### src/rtl/ika9958_tile_fetch_seq.sv
// ika9958_tile_fetch_seq: turns PLA slot strobes into name/pattern/colour VRAM reads,
// one background tile per 8-slot group, and hands the finished byte pair to the shifter.
module ika9958_tile_fetch_seq #(
  parameter int MISS_W = 8
) (
  input  logic              phiA,
  input  logic              RST_async_n,
  input  logic              phiL_NCEN,
  input  logic [3:0]        cpc_z,
  input  logic [7:0]        cpc_m8c,
  input  logic [3:0]        cpc_m16c,
  input  logic              tmode,
  input  logic              disp_en,
  input  logic [6:0]        nt_base,
  input  logic [5:0]        pg_base,
  input  logic [11:0]       ct_base,
  input  logic [4:0]        tile_row,
  input  logic [2:0]        pix_row,
  input  logic              vram_ack,
  input  logic [7:0]        vram_rdata,
  output logic              vram_req,
  output logic [16:0]       vram_addr,
  output logic [7:0]        tile_pat,
  output logic [7:0]        tile_col,
  output logic              tile_vld,
  output logic [MISS_W-1:0] miss_cnt
);
  typedef enum logic [1:0] {IDLE, NAME, PAT, COL} state_t;
  state_t state_q, state_d, start_st;
  logic [4:0] col_idx_q, col_idx_d;
  logic [7:0] name_q, name_d, pat_q, pat_d, col_q, col_d;
  logic [7:0] tile_pat_q, tile_pat_d, tile_col_q, tile_col_d;
  logic name_v_q, name_v_d, pat_v_q, pat_v_d, col_v_q, col_v_d, tile_vld_q, tile_vld_d;
  logic [16:0] addr_q, addr_d;
  logic [MISS_W-1:0] miss_q, miss_d;
  logic ack, pend;
  logic unused_dbg;
  assign unused_dbg = ^{cpc_z, cpc_m16c};
  always_comb begin
    state_d = state_q;
    col_idx_d = col_idx_q;
    name_d = name_q;
    pat_d = pat_q;
    col_d = col_q;
    name_v_d = name_v_q;
    pat_v_d = pat_v_q;
    col_v_d = col_v_q;
    tile_pat_d = tile_pat_q;
    tile_col_d = tile_col_q;
    tile_vld_d = 1'b0;
    miss_d = miss_q;
    ack = vram_ack && state_q != IDLE;
    pend = state_q != IDLE && !vram_ack;
    start_st = cpc_m8c[0] ? NAME : cpc_m8c[2] ? PAT : (cpc_m8c[4] && !tmode) ? COL : IDLE;
    if (!disp_en) begin
      state_d = IDLE;
      col_idx_d = '0;
      name_v_d = 1'b0;
      pat_v_d = 1'b0;
      col_v_d = 1'b0;
    end else begin
      if (ack) begin
        state_d = IDLE;
        if (state_q == NAME) begin
          name_d = vram_rdata;
          name_v_d = 1'b1;
          col_idx_d = col_idx_q + 5'd1;
        end
        if (state_q == PAT) begin
          pat_d = vram_rdata;
          pat_v_d = name_v_q;
        end
        if (state_q == COL) begin
          col_d = vram_rdata;
          col_v_d = 1'b1;
        end
      end
      // a new slot (or end of group) abandons whatever is still outstanding
      if (start_st != IDLE || cpc_m8c[7]) begin
        state_d = start_st;
        if (pend && !(&miss_q)) miss_d = miss_q + MISS_W'(1);
      end
      if (start_st == NAME) begin
        name_v_d = 1'b0;
        pat_v_d = 1'b0;
        col_v_d = 1'b0;
      end
      if (cpc_m8c[7] && name_v_d && pat_v_d && (col_v_d || tmode)) begin
        tile_vld_d = 1'b1;
        tile_pat_d = pat_d;
        tile_col_d = tmode ? 8'h00 : col_d;
      end
    end
    addr_d = !disp_en ? addr_q :
             start_st == NAME ? {nt_base, tile_row, col_idx_d} :
             start_st == PAT  ? {pg_base, name_d, pix_row} :
             start_st == COL  ? {ct_base, name_d[7:3]} : addr_q;
  end
  always_ff @(posedge phiA or negedge RST_async_n) begin
    if (!RST_async_n) begin
      state_q <= IDLE;
      col_idx_q <= '0;
      name_q <= '0;
      pat_q <= '0;
      col_q <= '0;
      name_v_q <= 1'b0;
      pat_v_q <= 1'b0;
      col_v_q <= 1'b0;
      tile_pat_q <= '0;
      tile_col_q <= '0;
      tile_vld_q <= 1'b0;
      addr_q <= '0;
      miss_q <= '0;
    end else if (phiL_NCEN) begin
      state_q <= state_d;
      col_idx_q <= col_idx_d;
      name_q <= name_d;
      pat_q <= pat_d;
      col_q <= col_d;
      name_v_q <= name_v_d;
      pat_v_q <= pat_v_d;
      col_v_q <= col_v_d;
      tile_pat_q <= tile_pat_d;
      tile_col_q <= tile_col_d;
      tile_vld_q <= tile_vld_d;
      addr_q <= addr_d;
      miss_q <= miss_d;
    end
  end
  assign vram_req = state_q != IDLE;
  assign vram_addr = addr_q;
  assign tile_pat = tile_pat_q;
  assign tile_col = tile_col_q;
  assign tile_vld = tile_vld_q;
  assign miss_cnt = miss_q;
  assert property (@(posedge phiA) disable iff (!RST_async_n) $onehot0(cpc_m8c));
endmodule

### config.mk
export PLATFORM = sky130hd
export DESIGN_NAME = ika9958_tile_fetch_seq
export DESIGN_NICKNAME = d
export VERILOG_FILES = /design/src/rtl/ika9958_tile_fetch_seq.sv
export SDC_FILE = /design/constraint.sdc
export NUM_CORES = 1
export LEC_CHECK = 0
export BUFFER_PORTS_ARGS = -buffer_cell sky130_fd_sc_hd__buf_4
export CAP_MARGIN = 20
export CORE_ASPECT_RATIO = 1.5
export CORE_UTILIZATION = 36
export CTS_CLUSTER_DIAMETER = 40
export DETAILED_ROUTE_END_ITERATION = 8
export GPL_TIMING_DRIVEN = 0
export SLEW_MARGIN = 20
export SYNTH_ARGS = -nofsm -noshare
export SYNTH_HDL_FRONTEND = slang
export SYNTH_SLANG_ARGS = --single-unit
### constraint.sdc
create_clock -name phiA -period 2.7 [get_ports phiA]
set_clock_uncertainty 0.15 [all_clocks]
set_input_delay 0.27 -clock phiA [delete_from_list [all_inputs] [get_ports phiA]]
set_output_delay 0.27 -clock phiA [all_outputs]
set_load 0.01 [all_outputs]
# Word-level counts from Yosys, hierarchy flattened
# Index checks and enable logic that the tools add are counted.
# Widths: inputs -> output; s select.
classes:
  muxes: 37
  eq_ne: 7
  add_sub_neg: 2
  reduce_logical: 21
ops:
  columns: ["operator", "count"]
  rows:
  - ["$mux 8", 8]
  - ["$mux 17", 3]
  - ["$mux 1", 17]
  - ["$mux 5", 3]
  - ["$mux 2", 6]
  - ["$add 8x1->8 const B", 1]
  - ["$eq 2x2->1 const B", 4]
  - ["$reduce_and 8->1", 1]
  - ["$logic_and 1x1->1", 7]
  - ["$reduce_and 3->1", 2]
  - ["$add 5x1->5 const B", 1]
  - ["$eq 2x1->1 const B", 2]
  - ["$reduce_and 2->1", 2]
  - ["$reduce_and 4->1", 1]
  - ["$reduce_bool 2->1", 2]
  - ["$logic_not 1->1", 3]
  - ["$ne 3x1->1 const B", 1]
  - ["$reduce_bool 3->1", 1]
  - ["$logic_or 1x1->1", 2]
totals:
  out_inout_bits: 43
  inputBits: 63
  register_bits: 76
  word_cells: 80

# Depth between registers and ports, before layout
depth:
  word_depth: 13
  depth_mapped: 7
  depth_no_buf: 5

# Worst setup path before layout
# Ideal clock, no wire load.
synth_path:
  path_kind: "reg2reg"
  startpoint: "register state_q[0]"
  endpoint: "register tile_col_q[5] (netlist: tile_col[5])"
  path_buffers: 3
  setup_slack_ns: 0.449
  stages_incl_launch_ff: 8
  t_arrival_ns: 1.976
  synth_period_minus_slack_ns: 2.251
  setup_time_ns: 0.125
  cell_sequence: "dfrtp_1 > buf_4 > nand3b_2 > buf_6 > mux2i_1 > nor4_4 > buf_6 > mux2_4"
synth_via:
  elab_chain_len: 9
  word_cells_on_any_way: 25
synth_lines:
  columns: ["item", "line_no", "rtl"]
  rows:
  - ["start, declared", "29", "state_t state_q, state_d, start_st;"]
  - ["start signal, assigned", "115", "state_q <= state_d;"]
  - ["$eq 2x1->1 / $reduce_bool 2->1 (equally long branches)", "64, 52", null]
  - ["$mux 1 / $logic_and 1x1->1 (equally long branches)", "64, 52", null]
  - ["$mux 1", "62", "if (ack) begin"]
  - ["$mux 1", "83", "if (start_st == NAME) begin"]
  - ["$mux 1", "55", "if (!disp_en) begin"]
  - ["$logic_and 1x1->1 (3 in a row)", "88", "if (cpc_m8c[7] && name_v_d && pat_v_d && (col_v_d || tmode)) begin"]
  - ["$reduce_and 3->1 (no source line)", null, null]
  - ["end signal, assigned", "124", "tile_col_q <= tile_col_d;"]
  - ["end, declared", "32", "logic [7:0] tile_pat_q, tile_pat_d, tile_col_q, tile_col_d;"]
# Several ways; a longest one is shown, not always the timed one. The select of a mux whose other input is x is not followed.
# A chain may end at the register's enable or synchronous reset.

# Worst setup path in the final report
layout_path:
  startpoint: "register state_q[0]"
  endpoint: "register tile_pat_q[1] (netlist: tile_pat[1])"
layout_via:
  elab_chain_len: 9
  word_cells_on_any_way: 24
layout_lines:
  columns: ["item", "line_no", "rtl"]
  rows:
  - ["$eq 2x1->1 / $reduce_bool 2->1 (equally long branches)", "64, 52", null]
  - ["$mux 1 / $logic_and 1x1->1 (equally long branches)", "64, 52", null]
  - ["$mux 1", "62", null]
  - ["$mux 1", "83", null]
  - ["$mux 1", "55", null]
  - ["$logic_and 1x1->1 (3 in a row)", "88", null]
  - ["$reduce_and 3->1 (no source line)", null, null]
  - ["end signal, assigned", "123", "tile_pat_q <= tile_pat_d;"]
  - ["end, declared", "32", null]
# Several ways; a longest one is shown, not always the timed one. The select of a mux whose other input is x is not followed.

==> results by group <==
Run status
  • Status: finished, final reports clean

Synthesis
  • Area fraction of the dominant cell type after synthesis: 50.1%
  • Syn Area/Cell: 11.0 sq um
  • Post-synthesis net count: 409
  • Post-synth EDFFs: 0
  • Asr flop ratio synth: 100%
  • Top_reg_cell synth: dfrtp_1
  • Register area share after synthesis: 50.1%
  • Post-synth cell types: 44
  • Mapped Area: 3800 sq um
  • Synth top area cells: dfrtp_1, mux2_2, nand2_1
  • Area leader, netlist: dfrtp_1
  • YS warnings: 0
  • Flops & latches, synth: 76
  • Cells after Synth: 344

Die
  • Die ar.: 11000 sq um
  • Initial Util: 37.3%
  • # IOs: 106
  • Rows: 45
  • Core area: 10200 sq um
  • Chip height: 128 um
  • Die Wd: 85.9 um

STA
  • Clock period minus worst slack: 2.55 ns
  • Slew HR: 43.5%
  • Fin crit share: 94.5%
  • Final hold violation count: 0
  • Fmax: 392 MHz
  • Count of final setup violators: 0
  • RSZ-0062 raised after global routing: false
  • Setup TNS: 0 ns
  • Pins Over Slew Limit: 0
  • Slew of the pin with the lowest slew margin: 0.843 ns

Global route
  • Largest net degree at the start of global routing: 77
  • Gr ovfl total: 0
  • Antenna violations before repair: 0
  • Vias in the first global route: 3074
  • First-pass GRT wire length: 15700 um
  • GRT Overall Usage: 18.8%

Clocking
  • Worst-path clk slew: 0.06 ns
  • CTS tree: done
  • Clock latency at the later pin of the worst-skew pair: 0.33 ns
  • Setup bufs post-CTS: 0
  • CTS Buffer Depth: 2
  • TritonCTS Buffers: 9
  • Clock root buffer: clkbuf_16
  • Clock sinks: 76
  • H-tree depth: 3

Critical path
  • Worst path bufs/invs: 3
  • Critical Path Fanout Max: 10
  • CP top delay family: simple AND/OR/NAND/NOR gates
  • Worst reg2reg setup slack: 0.15 ns
  • Cell mode on critical path: buf_6
  • Max incr delay on CP: 0.64 ns
  • Crit. End Element: flop
  • Worst endpoint data arrival time: 2.62 ns
  • WP data required: 2.76 ns
  • Worst flop-to-flop path startpoint: state_q[0]
  • CP max stage cell: nor4_4
  • Setup CP Type: reg2reg
  • CP Launch Type: flop
  • R2R depth: 7
  • Critical path, cell by cell: buf_4, nand3b_2, buf_6, mux2i_1, nor4_4, buf_6, mux2_4
  • Reg-to-reg endpoint: tile_pat[1]

Final layout
  • Fill cells: 947
  • Fin nets: 510
  • Antenna diode instance count: 0
  • Non-filler instance count after layout: 590
  • Final instance area: 4970 sq um
  • P&R area growth vs syn: 30.9%
  • Share of cells above drive strength 1: 36.7%

Job
  • Max-Cap Viols: 0

Placement
  • Placed Area: 4640 sq um
  • Routability cong.: 0.758
  • Buffers on Ports: 89
  • DP HPWL: 6790 um
  • Placed insts: 574

Worst hold path
  • Tightest Hold Check Type: in2reg
  • Worst hold endpoint: pat_q[3]
  • Hold path depth: 2
  • Hold Startpoint: vram_rdata[3]

Power and ir drop
  • Leak: 2.36 nW
  • Total Power: 3.37 mW
  • PwrDens: 677 nW/um^2
  • IR drop worst, VDD: 355 uV

Drt
  • Post-Route WL: 9490 um
  • Via count: 3028
  • TritonRoute pass-1 iters: 4
  • WL/cell: 16.1 um
  • DRC violations left: 0
  • Final ANT Viol Nets: 0
  • DRT iter0 DRCs: 159
  • Vias/cell: 5.13
==> through the flow <==
step	utilization [%]	worst slack, ns	hold slack (ns)
5_1_grt	48.8	0.00299	0.0626
6_report	48.8	0.148	0.0595
2_1_floorplan	-	0.449	-0.176
4_1_cts	48.7	0.130	0.0518
3_5_place_dp	45.5	0.131	0.324
3_3_place_gp	45.5	0.138	0.316
==> layout by cell type (no fill, tap or decap), types with 6 or more instances in the layout <==
cell / n
buf_4: 89
dfrtp_1: 76
mux2_2: 41
nand2_1: 38
nor2_1: 28
a21oi_1: 21
o21ai_0: 15
mux2i_1: 13
clkbuf_1: 12
mux2_4: 9
clkbuf_16: 9
inv_1: 8
xnor2_1: 8
nand3_1: 7
nand4_1: 6
==> kinds of logic after synthesis <==
group,Yosys count,synth area share [%]
AND/OR/NAND/NOR,98,12.3
flip-flops,76,50.1
AO/OA/AOI/OAI,65,10.8
multiplexers,65,20.3
buffers and inverters,27,3.26
XOR/XNOR,11,2.54
adder cells (fa/ha/maj),2,0.659
==> worst max-delay path by stage <==
stage | from | cells after the start | slack (ns) | end
4_1_cts | state_q[0] | 7 | 0.13 | tile_pat[1]
6_report | state_q[0] | 7 | 0.15 | tile_pat[1]
3_3_place_gp | state_q[0] | 7 | 0.14 | tile_pat[0]
5_1_grt | state_q[0] | 7 | 0.003 | tile_pat[1]
2_1_floorplan | state_q[0] | 7 | 0.45 | tile_col[5]
3_5_place_dp | state_q[0] | 7 | 0.13 | tile_pat[1]
==> routing by layer <==
| metal | vias to the layer above | wire length (um) | share of wire (%) | global-route usage (%) |
|---|---|---|---|---|
| li1 | 1436 | - | - | - |
| met1 | 1491 | 4220 | 44 | 23.3 |
| met2 | 93 | 4730 | 50 | 32.2 |
| met3 | 8 | 427 | 4.5 | 4.12 |
| met4 | 0 | 114 | 1.2 | 6.37 |
| met5 | - | 0 | 0 | 0 |
==> state kept, by name, summed over array words and instances (netlist names), 2 cells and up <==
name / count
col_idx_q: 5
col_q: 8
miss_cnt: 8
name_q: 8
pat_q: 8
state_q: 2
tile_col: 8
tile_pat: 8
vram_addr: 17
==> Yosys cell counts, types with 4 or more instances <==
library cell,number
nand2_1,38
xnor2_1,8
dfrtp_1,76
nand3_1,7
mux2_4,9
a21oi_1,21
inv_1,8
mux2_2,41
mux2i_1,13
nor2_1,28
o21ai_0,15
clkbuf_1,12
o211ai_1,4
nand4_1,6
==> power breakdown <==
group / leakage (nW) / internal [mW] / switching (mW)
Combinational: 1.22 / 0.358 / 0.304
Clock: 0.151 / 0.805 / 0.474
Sequential: 0.989 / 1.31 / 0.112
Total: 2.36 / 2.48 / 0.890
==> layout make-up <==
type	instances	area [sq um]	area share, %
inverter	8	30.0	0.604
multi-input combinational	241	1770	35.6
clock buffer	9	225	4.53
clock inverter	6	90.1	1.81
buffer	19	93.8	1.89
tap	141	176	3.55
sequential	76	1900	38.3
timing repair buffer	90	682	13.7
==> timing repair <==
action                                 CTS  global route
hold buffers                             1             0
gates resized for setup                  0             0
endpoints found under the hold margin   21             0
(Power assumes the default switching activity.)
